### src/rtl/pipe_pkg.sv
// Shared types and helpers for the ID-stage hazard/forwarding tracker.
// Latency: n/a (declarations only).
// Backpressure: n/a.
package pipe_pkg;

    // Widest register address the shadow entries can hold; narrower
    // addresses are zero-extended into the entry.
    localparam int RA_MAX = 16;

    // fwd_sel value meaning "take the operand from the register file".
    localparam int FWD_RF = 0;

    // One shadow pipeline slot: destination info of the instruction in a stage.
    typedef struct packed {
        logic              valid;
        logic [RA_MAX-1:0] rd;
        logic              we;
        logic              ld;
    } entry_t;

    // Width of a per-port forwarding select: encodes 0 (RF) .. depth (stage).
    function automatic int sel_w(input int depth);
        return $clog2(depth + 1);
    endfunction

endpackage

### src/rtl/pipe_hazard_track_if.sv
// Decode-side bundle between the ID stage and the hazard tracker.
// Latency: n/a (wires only); responses are combinational in the tracker.
// Backpressure: stall_needed tells ID/PC to hold; ext_stall freezes the tracker.
// Ports: master = ID stage (drives decode info), slave = tracker (drives results).
interface pipe_hazard_track_if #(
    parameter int RA_W  = 5,
    parameter int NREAD = 2,
    parameter int DEPTH = 3
);
    import pipe_pkg::*;

    localparam int SELW = sel_w(DEPTH);

    logic                    id_valid;
    logic [NREAD*RA_W-1:0]   id_rs;
    logic [NREAD-1:0]        id_rs_used;
    logic [RA_W-1:0]         id_rd;
    logic                    id_reg_write;
    logic                    id_is_load;
    logic                    flush;
    logic                    ext_stall;
    logic                    stall_needed;
    logic [NREAD*SELW-1:0]   fwd_sel;
    logic [15:0]             stall_cycles;

    modport master (
        output id_valid, id_rs, id_rs_used, id_rd, id_reg_write, id_is_load,
               flush, ext_stall,
        input  stall_needed, fwd_sel, stall_cycles
    );

    modport slave (
        input  id_valid, id_rs, id_rs_used, id_rd, id_reg_write, id_is_load,
               flush, ext_stall,
        output stall_needed, fwd_sel, stall_cycles
    );

endinterface

### src/rtl/hazard_match.sv
// Priority search of the shadow stages for one decode source operand.
// Latency: combinational.
// Backpressure: none; o_hazard feeds the decode stall in the parent.
// Ports: i_ent (stage k at index k-1), i_rs/i_used (operand), o_hit/o_k/o_hazard.
module hazard_match
    import pipe_pkg::*;
#(
    parameter  int RA_W       = 5,
    parameter  int DEPTH      = 3,
    parameter  int LOAD_STAGE = 2,
    localparam int SELW       = sel_w(DEPTH)
) (
    input  entry_t [DEPTH-1:0] i_ent,
    input  logic   [RA_W-1:0]  i_rs,
    input  logic               i_used,
    output logic               o_hit,
    output logic   [SELW-1:0]  o_k,
    output logic               o_hazard
);

    // Scan oldest to youngest so the last hit written is the smallest k.
    // rs==0 is excluded up front, which also keeps rd==0 writers from matching.
    always_comb begin
        o_hit    = 1'b0;
        o_k      = '0;
        o_hazard = 1'b0;
        if (i_used && (i_rs != '0)) begin
            for (int k = DEPTH; k >= 1; k--) begin
                if (i_ent[k-1].valid && i_ent[k-1].we &&
                    (i_ent[k-1].rd == RA_MAX'(i_rs))) begin
                    o_hit    = 1'b1;
                    o_k      = SELW'(k);
                    // Load data not yet available at this stage.
                    o_hazard = i_ent[k-1].ld && (k < LOAD_STAGE);
                end
            end
        end
    end

endmodule

### src/rtl/pipe_hazard_track.sv
// Shadow shift register of post-ID destinations; per-port forward select and load-use stall.
// Latency: fwd_sel/stall_needed combinational in the decode cycle; entries update on clk.
// Backpressure: ext_stall freezes all entries and the counter; hazard inserts a bubble.
// Ports: clk, rst (async active-low), bus (slave side of pipe_hazard_track_if).
module pipe_hazard_track
    import pipe_pkg::*;
#(
    parameter int RA_W       = 5,
    parameter int NREAD      = 2,
    parameter int DEPTH      = 3,
    parameter int LOAD_STAGE = 2
) (
    input  logic                  clk,
    input  logic                  rst,
    pipe_hazard_track_if.slave    bus
);

    localparam int SELW = sel_w(DEPTH);

    entry_t [DEPTH-1:0] r_ent;          // index k-1 holds stage k
    logic   [15:0]      r_stall_cycles;

    logic               w_hit    [NREAD];
    logic   [SELW-1:0]  w_k      [NREAD];
    logic   [NREAD-1:0] w_port_hz;
    logic               w_hazard;
    logic               w_issue;
    entry_t             w_new;

    for (genvar p = 0; p < NREAD; p++) begin : g_port
        hazard_match #(
            .RA_W       (RA_W),
            .DEPTH      (DEPTH),
            .LOAD_STAGE (LOAD_STAGE)
        ) u_match (
            .i_ent    (r_ent),
            .i_rs     (bus.id_rs[p*RA_W +: RA_W]),
            .i_used   (bus.id_rs_used[p]),
            .o_hit    (w_hit[p]),
            .o_k      (w_k[p]),
            .o_hazard (w_port_hz[p])
        );
    end

    // Flush beats hazard: a killed instruction cannot stall decode.
    assign w_hazard = bus.id_valid && !bus.flush && (|w_port_hz);
    assign w_issue  = bus.id_valid && !bus.flush && !w_hazard;

    always_comb begin
        w_new       = '0;
        w_new.valid = w_issue;
        w_new.rd    = RA_MAX'(bus.id_rd);
        w_new.we    = bus.id_reg_write;
        w_new.ld    = bus.id_is_load;
    end

    // A hazarding port reads the RF select; the stall makes the value moot.
    always_comb begin
        bus.fwd_sel = '0;
        for (int p = 0; p < NREAD; p++) begin
            bus.fwd_sel[p*SELW +: SELW] = (w_hit[p] && !w_port_hz[p]) ? w_k[p]
                                                                      : SELW'(FWD_RF);
        end
    end

    assign bus.stall_needed = w_hazard || bus.ext_stall;
    assign bus.stall_cycles = r_stall_cycles;

    always_ff @(posedge clk or negedge rst) begin
        if (!rst) begin
            r_ent          <= '0;
            r_stall_cycles <= '0;
        end else if (!bus.ext_stall) begin
            for (int k = DEPTH - 1; k >= 1; k--) begin
                r_ent[k] <= r_ent[k-1];
            end
            r_ent[0] <= w_new;
            if (w_hazard && (r_stall_cycles != 16'hFFFF)) begin
                r_stall_cycles <= r_stall_cycles + 16'd1;
            end
        end
    end

endmodule

### src/flat_wrapper.sv
// flat-port wrapper written by rule: the top's interface ports become plain ports
module pipe_hazard_track_flat import pipe_pkg::*;
#(
    parameter int RA_W       = 5,
    parameter int NREAD      = 2,
    parameter int DEPTH      = 3,
    parameter int LOAD_STAGE = 2
)
  (clk, rst, bus_id_valid, bus_id_rs, bus_id_rs_used, bus_id_rd, bus_id_reg_write, bus_id_is_load, bus_flush, bus_ext_stall, bus_stall_needed, bus_fwd_sel, bus_stall_cycles);
  pipe_hazard_track_if #(.RA_W(RA_W), .NREAD(NREAD), .DEPTH(DEPTH)) bus_i ();
  input  logic clk;
  input  logic rst;
  input wire logic [$bits(bus_i.id_valid)-1:0] bus_id_valid;
  input wire logic [$bits(bus_i.id_rs)-1:0] bus_id_rs;
  input wire logic [$bits(bus_i.id_rs_used)-1:0] bus_id_rs_used;
  input wire logic [$bits(bus_i.id_rd)-1:0] bus_id_rd;
  input wire logic [$bits(bus_i.id_reg_write)-1:0] bus_id_reg_write;
  input wire logic [$bits(bus_i.id_is_load)-1:0] bus_id_is_load;
  input wire logic [$bits(bus_i.flush)-1:0] bus_flush;
  input wire logic [$bits(bus_i.ext_stall)-1:0] bus_ext_stall;
  output wire logic [$bits(bus_i.stall_needed)-1:0] bus_stall_needed;
  output wire logic [$bits(bus_i.fwd_sel)-1:0] bus_fwd_sel;
  output wire logic [$bits(bus_i.stall_cycles)-1:0] bus_stall_cycles;
  assign bus_i.id_valid = bus_id_valid;
  assign bus_i.id_rs = bus_id_rs;
  assign bus_i.id_rs_used = bus_id_rs_used;
  assign bus_i.id_rd = bus_id_rd;
  assign bus_i.id_reg_write = bus_id_reg_write;
  assign bus_i.id_is_load = bus_id_is_load;
  assign bus_i.flush = bus_flush;
  assign bus_i.ext_stall = bus_ext_stall;
  assign bus_stall_needed = bus_i.stall_needed;
  assign bus_fwd_sel = bus_i.fwd_sel;
  assign bus_stall_cycles = bus_i.stall_cycles;
  pipe_hazard_track #(.RA_W(RA_W), .NREAD(NREAD), .DEPTH(DEPTH), .LOAD_STAGE(LOAD_STAGE)) u_core (.clk(clk), .rst(rst), .bus(bus_i));
endmodule
### config.mk
export PLATFORM = sky130hd
export DESIGN_NAME = pipe_hazard_track_flat
export DESIGN_NICKNAME = d
export VERILOG_FILES = /design/src/rtl/pipe_pkg.sv /design/src/rtl/pipe_hazard_track_if.sv /design/src/rtl/hazard_match.sv /design/src/rtl/pipe_hazard_track.sv /design/src/flat_wrapper.sv
export SDC_FILE = /design/constraint.sdc
export NUM_CORES = 1
export LEC_CHECK = 0
export BUFFER_PORTS_ARGS = -buffer_cell sky130_fd_sc_hd__buf_2
export CAP_MARGIN = 20
export CORE_ASPECT_RATIO = 0.5
export CORE_UTILIZATION = 40
export CTS_CLUSTER_DIAMETER = 50
export DETAILED_ROUTE_END_ITERATION = 12
export PLACE_DENSITY_LB_ADDON = 0.15
export SYNTH_ARGS = -nofsm -noshare
export SYNTH_HDL_FRONTEND = slang
export SYNTH_SLANG_ARGS = --single-unit
export TNS_END_PERCENT = 20
### constraint.sdc
create_clock -name clk -period 5.1 [get_ports clk]
set_input_delay 1.02 -clock clk [delete_from_list [all_inputs] [get_ports clk]]
set_output_delay 1.02 -clock clk [all_outputs]
set_load 0.01 [all_outputs]
## Yosys cells after proc, flatten, opt, wreduce, memory -nomap -nowiden

Index checks and enable logic that the tools add are counted.

| cells by class | value |
|---|---|
| $add $sub $neg | 1 |
| equality and inequality tests | 7 |
| muxes and demuxes | 22 |
| bitwise gates (word level) | 1 |
| reductions and logical operators | 26 |

Operator list:

| kind | number |
|---|---|
| 5-bit equality test | 6 |
| 2-bit 2-to-1 mux | 10 |
| 1-bit logical AND | 17 |
| 16-bit by 1-bit adder with 16-bit output, second input constant | 1 |
| 16-bit inequality test, second input constant | 1 |
| 1-bit 2-to-1 mux | 12 |
| 5-bit nonzero test | 2 |
| 1-bit logical NOT | 4 |
| 2-bit AND reduction | 1 |
| 2-bit OR reduction | 1 |
| 1-bit logical OR | 1 |
| 1-bit inverter | 1 |

| storage, ports and cells | value |
|---|---|
| bits in registers | 38 |
| input bits | 24 |
| output and inout port bits | 21 |
| word-level logic and storage cells | 68 |

## Longest topological paths before layout

| logic depth | value |
|---|---|
| word-level depth | 8 |
| depth in mapped cells | 8 |

## Hierarchy

A second synthesis with hierarchy kept.

| second synthesis, totals | value |
|---|---|
| cells, all modules | 214 |
| area total of the unflattened synthesis | 2389.8 um2 |

By module, submodules not included:

| module | instances | cells an instance | area an instance (um2) | seq. area each (um2) |
|---|---|---|---|---|
| pipe_hazard_track | 1 | 122 | 1706.6 | 1001.0 |
| hazard_match | 2 | 46 | 341.6 | 0.0 |

## Worst setup path after synthesis

OpenSTA, ideal clock, no wires.

| timing | value |
|---|---|
| kind | input to output |
| start point | in bus_id_rs[1] |
| end point | out bus_stall_needed |
| data arrival time | 2.392 ns |
| required time | 4.080 ns |
| slack | 1.688 ns |
| stages on the path | 6 |
| buffers on the path | 1 |
| cell sequence | or4_1 > o21ai_0 > or2_2 > o32a_4 > buf_6 > nand2b_1 |

| on the way | value |
|---|---|
| word-level cells in the longest chain between the ends | 7 |
| elaborated cells on any way between the ends | 9 |
| those cells by class | 1 x eq/ne; 2 x mux; 6 x reduce/logical |

RTL lines:

| item | RTL line | text |
|---|---|---|
| from (decl) | flat_wrapper.sv:14 | `input wire logic [$bits(bus_i.id_rs)-1:0] bus_id_rs;` |
| 5-bit equality test | hazard_match.sv:30 | `(i_ent[k-1].rd == RA_MAX'(i_rs))) begin` |
| 1-bit logical AND | hazard_match.sv:29 | `if (i_ent[k-1].valid && i_ent[k-1].we &&` |
| 1-bit 2-to-1 mux | hazard_match.sv:29 |  |
| 1-bit 2-to-1 mux (*) | hazard_match.sv:27 | `if (i_used && (i_rs != '0)) begin` |
| 2-bit OR reduction (*) | pipe_hazard_track.sv:46 | `assign w_hazard = bus.id_valid && !bus.flush && (\|w_port_hz);` |
| 1-bit logical AND (*) | pipe_hazard_track.sv:46 |  |
| 1-bit logical OR (*) | pipe_hazard_track.sv:66 | `assign bus.stall_needed = w_hazard \|\| bus.ext_stall;` |
| to (decl) | flat_wrapper.sv:21 | `output wire logic [$bits(bus_i.stall_needed)-1:0] bus_stall_needed;` |

Mark *: on every way between the ends. The rest lies on a longest branch, timed or not.

## Final worst setup path

Ends and elaborated chain as after synthesis.

==> implementation parameters <==
Parameter                              Value

Run status
  Result of the run ... completed

Global route
  Global-route wire length before repair ... 7320 um
  Antenna violations before repair ... 0
  Sum of overflow across all layers after global routing ... 0
  Via count of the first global-routing pass ... 1475
  Global routing usage summed across all routing layers ... 17.5%
  Maximum number of pins on one net before global-route repair ... 39

Yosys
  Cell Area, Synth ... 2160 um2
  Gate count of the mapped netlist ... about 180
  Most frequently used cell type in the post-synthesis netlist ... sky130_fd_sc_hd__dfrtp_1
  Synthesized flop and latch total ... 38
  Share of synthesized registers carrying an async set or reset ... 100%
  Leading cell types by count after synthesis ... 38 x sky130_fd_sc_hd__dfrtp_1, 32 x sky130_fd_sc_hd__xor2_1, 22 x sky130_fd_sc_hd__mux2_2
  Area fraction of the dominant cell type after synthesis ... 44.0%
  Cell type contributing the most total cell area after synthesis ... sky130_fd_sc_hd__dfrtp_1
  Post-synth cell types ... 40
  Synth warnings ... 0
  Post-synthesis average cell area ... 12.0 um2
  Primary flip-flop cell chosen by synthesis mapping ... sky130_fd_sc_hd__dfrtp_1
  Top cells by area, synth ... sky130_fd_sc_hd__dfrtp_1 44%, sky130_fd_sc_hd__xor2_1 13%, sky130_fd_sc_hd__mux2_2 11%
  Seq/Total Area, Yosys ... 44.0%
  Number of enable-type register cells in the synthesized netlist ... 0
  Synth Net Count ... around 210

Finish
  Filler cells ... 488
  Fin area ... 2520 um2
  Final core utilization ... 49.8%
  Post-layout nets ... around 250
  Non-filler cells, final ... a little under 300
  Antenna diode count ... 0
  Fraction of layout cells with a size suffix above 1 ... 37.8%
  Layout Area Growth over Synthesis ... 16.6%

Route
  Sum of met3 wire segment lengths after detailed routing ... 177 um
  Vias ... about 1500
  Wl on met1 ... approximately 2200 um
  Initial drt markers ... 50
  DRT Wirelength ... roughly 4500 um
  Count of nets left with antenna violations after detail routing ... 0
  Uppermost metal layer occupied by signal nets ... met4
  Final routed DRC violation total ... 0
  Routed met2 length ... around 2100 um
  Number of iterations in the first detailed-routing pass ... 3
  Post-DR vias/cell ... a little over 5
  Post-DR wirelength/cell ... 15.1 um

CTS
  TritonCTS clock tree ... built
  Sinks on the clock net ... 38
  Clk pin slew, worst setup/hold paths ... approximately 70 ps
  Depth of the CTS H-tree ... 2
  Clock root cell ... sky130_fd_sc_hd__clkbuf_8
  CTS Hold Bufs ... 0
  Cts bufs inserted ... 5
  Insertion delay of the later-clocked pin in the worst-skew pair ... 290 ps
  Maximum buffer depth of the clock tree ... 2
  Resize count post-CTS ... 0
  Post-CTS Setup Repair Bufs ... 0

Pwr
  Switching Power ... between 150 and 200 uW
  VDD IR-drop max ... ~0.00013 V
  Clock share of power ... 31.0%
  Power Internal ... 486 uW
  Share of total power in combinational logic ... 15.3%
  Leakage component of the power ... approximately 1.2 nW
  Areal power density over the cells ... 263 nW/um2
  Sw Ratio ... 26.7%
  Reg power frac ... 53.8%

Placement
  Worst setup slack before clock tree synthesis ... 1340 ps
  Placed cells ... 289
  HPWL reported at the end of detailed placement ... 3280 um
  Global placement routability congestion ... 0.830
  Count of input and output buffers ... 44
  Placed standard-cell area ... 2440 um2

Worst setup path
  Data arrival time of the worst path ... 2740 ps
  Worst Path Max Fanout ... 16
  Kind of critical path ... input port to primary output
  Cell family contributing the most delay on the critical path ... simple AND/OR/NAND/NOR gates
  Reg2Reg Setup Slack ... 2690 ps
  Sort of element at the end of the critical path ... primary output
  Cell with the largest stage delay on the worst path ... sky130_fd_sc_hd__or4_1
  Critical path launch point type ... input port
  Cell type with the highest occurrence count on the critical path ... sky130_fd_sc_hd__buf_2
  Cell breakdown of the critical path ... buf_2 > or4_1 > o21ai_0 > or2_2 > o32a_4 > nand2b_1 > buf_2
  Critical path buffer and inverter count ... 2
  R2R Path End ... u_core.bus.stall_cycles[1]
  Worst reg-to-reg path cell count ... 6
  Maximum cell stage delay along the critical path ... 530 ps
  Worst reg2reg path startpoint ... u_core.r_ent[5]
  Required time reported for the critical path endpoint ... 4080 ps

Floorplanning
  Die X-Extent ... 106 um
  Starting utilization of the core area ... 42.7%
  Die Y-Extent ... 54 um
  Floorplan row count ... 18
  Core region area ... 5070 um2
  Die ar. ... 5720 um2
  Boundary pin count ... 45

STA
  Final worst-path setup slack ... 1340 ps
  Setup repair after global routing missed its margin ... false
  Transition at the pin with the smallest max-transition slack ... between 800 and 900 ps
  Worst slew margin relative to its limit ... 43.8%
  Worst-case clock skew ... 4.08 ps
  Maximum clock frequency ... 0.266 GHz
  Post-Route Setup TNS ... 0 ps
  Period utilization ... 73.7%
  Setup Viol. Count Final ... 0
  Number of max-slew violations in the final report ... 0
  Final Hold Fails ... 0
  Minimum clock period ... ~3800 ps

Worst hold path
  Start point of the worst min-delay path ... u_core.bus.stall_cycles[10]
  Class of the worst hold path ... register to register
  Destination of the worst hold path ... u_core.bus.stall_cycles[10]
  Instance count along the most critical hold path ... 1

Flow run
  Count of max-cap constraint violations ... 0
[power groups by stage]
stage               sequential, mW  clock, mW  combinational [mW]
floorplan                    0.354          0              0.0696
global placement             0.361          0              0.0997
detailed placement           0.362          0               0.102
CTS                          0.356      0.215               0.103
global route                 0.360      0.225               0.112
finish                       0.357      0.205               0.101
[per-layer routing]
layer | vias to the layer above | global-route usage, %
li1 | 739 | -
met2 | 28 | 28.9
met1 | 720 | 22.3
met5 | - | 0
met3 | 7 | 5.57
met4 | 0 | 6.25
[area by class of cell]
class | instances | area (um2) | area share (%)
clock buffers | 6 | 82.6 | 3.27
inverters | 2 | 7.51 | 0.298
multi-input cells | 135 | 1170 | 46.5
flip-flops and latches | 38 | 951 | 37.7
well taps | 70 | 87.6 | 3.47
repair buffers | 44 | 220 | 8.73
[sequential cells by signal (all words and copies together) (netlist names)]
register / cells
u_core.bus.stall_cycles: 16
u_core.r_ent: 22
[cells by family after synthesis]
group | synth area share [%]
mux | 11.5
fa+ha+maj | 0.578
compound gates | 3.47
flops | 44.0
simple gates | 20.5
xor+xnor | 18.2
buf+inv | 1.79
[stage by stage]
stage / power (mW) / hold slack, ps
floorplan: 0.423 / 479
global placement: 0.461 / 472
detailed placement: 0.464 / 476
CTS: 0.674 / 486
global route: 0.698 / 498
finish: 0.663 / 485
[cells in the final DEF (no fill, tap or decap), types with 2 or more instances in the layout]
| master | instances |
|---|---|
| sky130_fd_sc_hd__a21oi_1 | 4 |
| sky130_fd_sc_hd__and3_1 | 2 |
| sky130_fd_sc_hd__and4_1 | 2 |
| sky130_fd_sc_hd__buf_2 | 44 |
| sky130_fd_sc_hd__clkbuf_8 | 6 |
| sky130_fd_sc_hd__dfrtp_1 | 38 |
| sky130_fd_sc_hd__inv_1 | 2 |
| sky130_fd_sc_hd__mux2_2 | 22 |
| sky130_fd_sc_hd__nand2_1 | 3 |
| sky130_fd_sc_hd__nand2b_1 | 4 |
| sky130_fd_sc_hd__nand3_1 | 4 |
| sky130_fd_sc_hd__nand3b_1 | 4 |
| sky130_fd_sc_hd__nand4_1 | 6 |
| sky130_fd_sc_hd__nor2_1 | 2 |
| sky130_fd_sc_hd__nor3_1 | 4 |
| sky130_fd_sc_hd__nor4_1 | 4 |
| sky130_fd_sc_hd__nor4_2 | 2 |
| sky130_fd_sc_hd__nor4_4 | 3 |
| sky130_fd_sc_hd__nor4b_1 | 3 |
| sky130_fd_sc_hd__or2_2 | 3 |
| sky130_fd_sc_hd__or3_1 | 2 |
| sky130_fd_sc_hd__or4_1 | 2 |
| sky130_fd_sc_hd__xnor2_1 | 13 |
| sky130_fd_sc_hd__xor2_1 | 32 |
[worst max path at each step]
stage,from,to,slack (ps),cells after the start
finish,bus_id_rs[1],bus_stall_needed,1340,7
floorplan,bus_id_rs[1],bus_stall_needed,1690,6
detailed placement,bus_id_rs[1],bus_stall_needed,1340,7
global placement,bus_id_rs[1],bus_stall_needed,1380,7
CTS,bus_id_rs[1],bus_stall_needed,1330,7
global route,bus_id_rs[1],bus_stall_needed,1140,7
(Power assumes the default switching activity.)
